### src/rtl/imm_gen_pipe.sv
// imm_gen_pipe
//   Pipelined immediate generator sitting between decode and execute.
//   Decodes the I/S/B/U/J/CSR-zimm/shift-amount immediate of a 32-bit
//   instruction at XLEN 32 or 64, forms the PC-relative target pc + imm
//   (wrapping modulo 2^XLEN) and flags the reserved selector code. Results
//   are queued in a 2-entry FIFO so the block registers every output and
//   can absorb one cycle of downstream backpressure without a bubble.
//
// Ports
//   clk_i          clock, rising edge
//   rst_i          asynchronous active-high reset; empties the buffer
//   flush_i        empties the buffer and drops any same-cycle request
//   valid_i        upstream request valid
//   ready_o        block can take a request this cycle (buffer not full)
//   instruction_i  raw 32-bit instruction word
//   imm_op_i       format selector: 0 I, 1 S, 2 B, 3 U, 4 J, 5 CSR, 6 SH, 7 reserved
//   pc_i           PC of the instruction
//   tag_i          opaque sideband, carried unchanged
//   valid_o        head entry valid
//   ready_i        downstream takes the head entry
//   imm_o          decoded immediate of the head entry
//   target_o       pc + imm of the head entry
//   illegal_o      head entry came from the reserved selector code
//   tag_o          tag of the head entry
//
// Handshake: a transfer happens on a rising edge where valid and ready are
// both high (and flush_i is low). valid does not depend on ready, an
// offered entry is held unchanged until it transfers, and ready_o depends
// only on the buffer occupancy. Output fields read 0 while valid_o is low.

module imm_gen_pipe #(
    parameter int XLEN  = 32,
    parameter int TAG_W = 5
) (
    input  logic             clk_i,
    input  logic             rst_i,
    input  logic             flush_i,
    input  logic             valid_i,
    output logic             ready_o,
    input  logic [31:0]      instruction_i,
    input  logic [2:0]       imm_op_i,
    input  logic [XLEN-1:0]  pc_i,
    input  logic [TAG_W-1:0] tag_i,
    output logic             valid_o,
    input  logic             ready_i,
    output logic [XLEN-1:0]  imm_o,
    output logic [XLEN-1:0]  target_o,
    output logic             illegal_o,
    output logic [TAG_W-1:0] tag_o
);

    generate
        if (XLEN != 32 && XLEN != 64) begin : g_bad_xlen
            $error("imm_gen_pipe: XLEN must be 32 or 64");
        end
    endgenerate

    typedef enum logic [2:0] {
        OP_I   = 3'd0,
        OP_S   = 3'd1,
        OP_B   = 3'd2,
        OP_U   = 3'd3,
        OP_J   = 3'd4,
        OP_CSR = 3'd5,
        OP_SH  = 3'd6,
        OP_RSV = 3'd7
    } imm_op_e;

    // ------------------------------------------------------------------
    // Decode
    // ------------------------------------------------------------------
    logic [XLEN-1:0] imm_d;
    logic [XLEN-1:0] target_d;
    logic            illegal_d;

    // The opcode field does not take part in immediate extraction.
    logic unused_opcode;
    assign unused_opcode = ^instruction_i[6:0];

    // Every signed format is first assembled as a 32-bit value already
    // sign-extended from bit 31; the signed size cast then widens it to XLEN.
    function automatic logic [XLEN-1:0] sext32(input logic [31:0] v);
        return XLEN'($signed(v));
    endfunction

    always_comb begin
        imm_d     = '0;
        illegal_d = 1'b0;
        unique case (imm_op_e'(imm_op_i))
            OP_I: imm_d = sext32({{20{instruction_i[31]}}, instruction_i[31:20]});
            OP_S: imm_d = sext32({{20{instruction_i[31]}}, instruction_i[31:25],
                                  instruction_i[11:7]});
            OP_B: imm_d = sext32({{19{instruction_i[31]}}, instruction_i[31],
                                  instruction_i[7], instruction_i[30:25],
                                  instruction_i[11:8], 1'b0});
            OP_U: imm_d = sext32({instruction_i[31:12], 12'b0});
            OP_J: imm_d = sext32({{11{instruction_i[31]}}, instruction_i[31],
                                  instruction_i[19:12], instruction_i[20],
                                  instruction_i[30:21], 1'b0});
            OP_CSR: imm_d = XLEN'(instruction_i[19:15]);
            OP_SH: begin
                // RV64 shift amounts take one more bit than RV32.
                if (XLEN == 64) imm_d = XLEN'(instruction_i[25:20]);
                else            imm_d = XLEN'(instruction_i[24:20]);
            end
            OP_RSV: illegal_d = 1'b1;
            default: illegal_d = 1'b1;
        endcase
    end

    // Computed for every code; only B and J consumers look at it.
    assign target_d = pc_i + imm_d;

    // ------------------------------------------------------------------
    // 2-entry FIFO
    // ------------------------------------------------------------------
    logic [XLEN-1:0]  imm_q     [2];
    logic [XLEN-1:0]  target_q  [2];
    logic             illegal_q [2];
    logic [TAG_W-1:0] tag_q     [2];

    logic       rd_ptr;
    logic       wr_ptr;
    logic [1:0] count;
    logic       push;
    logic       pop;

    assign ready_o = (count != 2'd2);
    assign valid_o = (count != 2'd0);

    // Flush overrides both sides of the handshake for the cycle.
    assign push = valid_i & ready_o & ~flush_i;
    assign pop  = valid_o & ready_i & ~flush_i;

    always_ff @(posedge clk_i or posedge rst_i) begin
        if (rst_i) begin
            count  <= 2'd0;
            rd_ptr <= 1'b0;
            wr_ptr <= 1'b0;
        end else if (flush_i) begin
            count  <= 2'd0;
            rd_ptr <= 1'b0;
            wr_ptr <= 1'b0;
        end else begin
            if (push) wr_ptr <= ~wr_ptr;
            if (pop)  rd_ptr <= ~rd_ptr;
            // Push and pop together leave the occupancy unchanged.
            case ({push, pop})
                2'b10:   count <= count + 2'd1;
                2'b01:   count <= count - 2'd1;
                default: count <= count;
            endcase
        end
    end

    // Payload storage needs no reset: it is only visible through the head
    // pointer when count says the slot is occupied.
    always_ff @(posedge clk_i) begin
        if (push) begin
            imm_q[wr_ptr]     <= imm_d;
            target_q[wr_ptr]  <= target_d;
            illegal_q[wr_ptr] <= illegal_d;
            tag_q[wr_ptr]     <= tag_i;
        end
    end

    assign imm_o     = valid_o ? imm_q[rd_ptr]     : '0;
    assign target_o  = valid_o ? target_q[rd_ptr]  : '0;
    assign illegal_o = valid_o ? illegal_q[rd_ptr] : 1'b0;
    assign tag_o     = valid_o ? tag_q[rd_ptr]     : '0;

endmodule

### config.mk
export PLATFORM = sky130hd
export DESIGN_NAME = imm_gen_pipe
export DESIGN_NICKNAME = d
export VERILOG_FILES = /design/src/rtl/imm_gen_pipe.sv
export SDC_FILE = /design/constraint.sdc
export NUM_CORES = 1
export LEC_CHECK = 0
export CELL_PAD_IN_SITES_DETAIL_PLACEMENT = 1
export CELL_PAD_IN_SITES_GLOBAL_PLACEMENT = 2
export CORE_MARGIN = 1.5
export CORE_UTILIZATION = 31
export CTS_CLUSTER_SIZE = 8
export DETAILED_ROUTE_END_ITERATION = 12
export PLACE_DENSITY_LB_ADDON = 0.1
export SYNTH_ARGS = -nofsm -noshare
export SYNTH_HDL_FRONTEND = slang
export SYNTH_SLANG_ARGS = --single-unit
### constraint.sdc
create_clock -name clk_i -period 6.2 [get_ports clk_i]
set_input_delay 1.55 -clock clk_i [delete_from_list [all_inputs] [get_ports clk_i]]
set_output_delay 1.55 -clock clk_i [all_outputs]
set_load 0.01 [all_outputs]
[Word level (Yosys, flattened, before mapping)]
Memories as Yosys holds them, arrays and structs flattened.
Cells that the tools add are included.
Word-level totals
  memories kept: 4
  bits of input ports: 77
  register bits: 4
  logic and storage cells: 46
  memory bits (writable): 140
Memory list
  imm_q: words 2, width 32, read ports 1, clocked after memory_dff 0, write ports 1, line 117  | logic [XLEN-1:0] imm_q [2];
  target_q: words 2, width 32, read ports 1, clocked after memory_dff 0, write ports 1, line 118  | logic [XLEN-1:0] target_q [2];
  tag_q: words 2, width 5, read ports 1, clocked after memory_dff 0, write ports 1, line 120  | logic [TAG_W-1:0] tag_q [2];
  illegal_q: words 2, width 1, read ports 1, clocked after memory_dff 0, write ports 1, line 119  | logic illegal_q [2];
Cells by class
  $add $sub $neg: 3
  bitwise gates (word level): 7
  multiplexer cells: 14
  equality and inequality tests: 10
  reductions and logical operators: 5
Operators by type and width (count)
  32-bit one-hot mux with 7 select lines: 1
  32-bit two-way mux: 2
  32-bit adder: 1
  3-bit == test (second input constant): 4
  1-bit two-way mux: 8
  3-bit by 2-bit == test with 1-bit output (second input constant): 2
  2-bit nonzero test: 3
  5-bit two-way mux: 1
  1-bit AND: 4
  2-bit one-hot mux with 2 select lines: 1
  3-bit by 1-bit == test with 1-bit output (second input constant): 1
  3-bit zero test: 1
  1-bit NOT: 3
  3-bit nonzero test: 1
  2-bit by 1-bit adder with 2-bit output (second input constant): 1
  2-bit by 1-bit == test with 1-bit output (second input constant): 1
  2-bit == test (second input constant): 1
  2-bit two-way mux: 1
  2-bit != test (second input constant): 1
  2-bit by 1-bit subtractor with 2-bit output (second input constant): 1

[Longest topological paths before layout]
  depth after elaboration: 6
  depth in mapped cells: 17
  gate-level depth less buffers: 15

[Least setup slack after synthesis]
No wires, ideal clock.
  path kind: input -> register
  start point: in valid_i
  end point: mem illegal_q[1] (enable)
  cell stages on the path: 2
  buffers on the path: 0
  data required time: 5.600 ns
  arrival: 6.752 ns
  path slack: -1.152 ns
  setup time: 0.600 ns
  path through: nand2_1 nor3b_1
Between the ends
  longest elaborated chain between the ends: 4
Ends and longest elaborated chain
  start, declared: line 38  | input logic valid_i,
  1-bit AND (2 in a row): line 132  | assign push = valid_i & ready_o & ~flush_i;
  1-bit two-way mux: line 159  | if (push) begin
  1-bit two-way mux (not written as such): line 162  | illegal_q[wr_ptr] <= illegal_d;
  end, declared: line 119
No other way between the ends.

[Worst setup path in the final report]
  start point: in imm_op_i[1]
  end point: mem target_q[0][30] (data pin)
Between the ends
  longest elaborated chain between the ends: 3
  elaborated cells on any way between the ends: 9
  those cells by class: add/sub (1); eq/ne (6); mux (1); reduce/logical (1)
Ends and longest elaborated chain
  start, declared: line 41  | input logic [2:0] imm_op_i,
  3-bit == test (tied with other cells): line 89  | unique case (imm_op_e'(imm_op_i))
  32-bit one-hot mux with 7 select lines *: line 89
  via imm_d[0]: line 72  | logic [XLEN-1:0] imm_d;
  32-bit adder *: line 112  | assign target_d = pc_i + imm_d;
  via target_d[30]: line 73  | logic [XLEN-1:0] target_d;
  end, declared: line 118
Mark *: on every way through the listed nets, which the timed path passes. The rest lies on a longest branch.

==> results.json <==
{
  "outcome": "finished clean",
  "arrival_ns": 5.43,
  "setup_tns_ns": 0,
  "yosysUniqueCellTypes": 51,
  "cts_setup_buffers": 0,
  "fp.dieW_um": 160,
  "yosysSeqAreaShare": 0.561,
  "r2r_cells": 4,
  "startpoint_type": "input port",
  "synth_flop_cell": "edfxtp_1",
  "p_leak_uw": 0.00367,
  "drive_gt1_frac": 0.0658,
  "grt_first_pass_wirelength_mm": 34.7,
  "relSlewSlack": 0.229,
  "clk_pin_slew_worst_paths_ns": 0.06,
  "antenna_found_initial": 0,
  "area_growth_pct": 31.8,
  "drc": 0,
  "worstHoldPathCells": 2,
  "synth_edf_count": 140,
  "final_nets": 919,
  "cts_tree": "yes",
  "io_buffer_count": 141,
  "die_y_um": 160,
  "clkSinkCount": 144,
  "gp_congestion": 0.804,
  "slew_viol_final": 0,
  "p_per_area_nw_per_um2": 279,
  "min_period_ns": 5.28,
  "worst_pin_slew_ns": 1.15,
  "hp-class": "reg -> reg",
  "overflow": 0,
  "rows": 57,
  "ys_ff_latch": 144,
  "ys_warn_count": 0,
  "initial_core_util": 0.316,
  "syn_area_per_cell_um2": 11.6,
  "cts_made_buffers": 17,
  "die_area_um2": 25700,
  "final-hold-violation-count": 0,
  "required_ns": 6.35,
  "final_core_util": 0.416,
  "endpoint_kind": "flop",
  "netlist_instances": 663,
  "peakVddDrop_mv": 0.166,
  "fillCellCount": 2618,
  "min_period_over_period": 0.851,
  "clock_skew_ns": 0.0214,
  "cts_buffer_depth": 2,
  "cts_resized": 0,
  "grt.total_usage": 0.177,
  "vias_per_cell": 4.91,
  "ctsHoldBuffers": 0,
  "drv_cap": 0,
  "grt_max_degree": 71,
  "synth_area_um2": 7670,
  "drtIter0Drc": 247,
  "via_count": 5617,
  "syn_nets": 772,
  "setup_viol": 0,
  "coreArea_um2": 24300,
  "ctsHtreeMaxLevel": 4,
  "wl_per_cell_um": 19.2,
  "num_antenna_cells": 0,
  "totalWireLength_mm": 22.0,
  "dr.pass1.iters": 5,
  "async_flop_share": 0.0278,
  "rsz0062_at_grt": "false",
  "antenna_left": 0,
  "grt_pass1_vias": 6081,
  "crit_fanout": 7,
  "io_pins": 149,
  "place_hpwl_mm": 15.9,
  "max_freq_mhz": 189,
  "critPathKind": "in -> reg",
  "clock_latency_ns": 0.42,
  "root_buffer": "clkbuf_16"
}
layout by cell type (no fill, tap or decap), drive strengths merged, types with 4 or more instances in the layout:
master and n:
clkdlybuf4s50 141, edfxtp 140, nor2 101, mux2i 72, a21oi 51, ha 31, nand2 30, a21o 23
o21ai 23, xnor2 19, clkbuf 19, buf 18, inv 17, nor2b 14, xor2 11, and2 11
nand3 10, o21a 9, o22ai 8, nor3 6, nand2b 5, a211oi 5, clkinv 5, o21bai 4
a31oi 4, dfrtp 4
sequential cells by signal (all words and copies together) (netlist names):
register,cells
rd_ptr,1
tag_q,10
target_q,64
illegal_q,2
wr_ptr,1
imm_q,64
count,2
final timing paths:
kind,startpoint,to,slack (ns)
worst max-delay path,imm_op_i[1],target_q[0][30],0.92
worst min-delay path,wr_ptr,wr_ptr,0.65
worst max register to register,count[0],imm_q[1][25],3.93
worst min register to register,wr_ptr,wr_ptr,0.65
max in group asynchronous,rst_i,rd_ptr,4.68
min in group asynchronous,rst_i,count[1],1.32
synthesized netlist by cell type, types with 9 or more instances:
master    count  share of area
and2_1       11         0.0090
o21ai_0      15         0.0098
edfxtp_1    140           0.55
nand2_1      30          0.015
ha_1         31          0.051
o21a_1        9         0.0088
a21o_1       23          0.023
a21oi_1      50          0.033
nor2b_1      14          0.011
clkbuf_1     22          0.011
xnor2_1      19          0.022
mux2i_1      72          0.094
xor2_1       11          0.013
nor2_1      101          0.049
nand3_1       9         0.0059
inv_1        16         0.0078
kinds of logic after synthesis:
kind of cell | after synthesis | synth area share
XOR/XNOR | 30 | 0.0342
buffers and inverters | 47 | 0.0235
AO/OA/AOI/OAI | 147 | 0.122
multiplexers | 72 | 0.0939
flip-flops | 144 | 0.561
AND/OR/NAND/NOR | 191 | 0.112
adder cells (fa/ha/maj) | 32 | 0.0532
power breakdown:
group / internal [uW] / switching (uW) / leakage [uW]
Combinational: 274 / 330 / 0.00204
Clock: 626 / 402 / 0.000276
Sequential: 1160 / 29.6 / 0.00135
Total: 2060 / 762 / 0.00367
worst max-delay path: stages:
cell	delay (ns)
clkdlybuf4s50_1	0.58
nor2b_1	0.35
a22o_1	0.20
nand2_1	0.05
o31ai_1	0.07
buf_4	0.20
ha_1	0.21
inv_1	0.07
fa_1	0.40
nor2b_1	0.17
o2111ai_1	0.16
nand2_1	0.19
a221oi_2	0.08
buf_4	0.16
o21ai_1	0.28
a21oi_2	0.18
o31ai_1	0.38
xnor2_1	0.13
area by class of cell:
| class | count | area (um^2) | area share |
|---|---|---|---|
| inverter | 16 | 60.1 | 0.00594 |
| clock inverter | 11 | 141 | 0.0140 |
| tap | 324 | 405 | 0.0401 |
| clock buffer | 19 | 433 | 0.0428 |
| sequential | 144 | 4310 | 0.426 |
| timing repair buffer | 159 | 1550 | 0.153 |
| multi-input combinational | 472 | 3220 | 0.318 |
per-layer routing:
metal	vias to the layer above	share of wire	GRT usage
met2	126	0.49	0.293
met5	-	0	0
met1	2741	0.47	0.240
met4	0	0.0091	0.0472
met3	10	0.036	0.0310
li1	2740	-	-
through the flow:
| step | setup slack (ns) | total power, uW | instances | hold WS, ns | cell area, um^2 |
|---|---|---|---|---|---|
| after global placement | 0.618 | 1810 | 1115 | 0.601 | 9540 |
| after CTS | 0.978 | 2870 | 1145 | 0.653 | 10100 |
| final | 0.923 | 2820 | 1145 | 0.650 | 10100 |
| after detailed placement | 0.548 | 1820 | 1115 | 0.642 | 9540 |
| after floorplan | 1.32 | 1560 | 663 | 0.535 | 7680 |
| after global routing | 0.625 | 2960 | 1145 | 0.664 | 10100 |
Note: power is estimated with default switching activity, not from simulation.
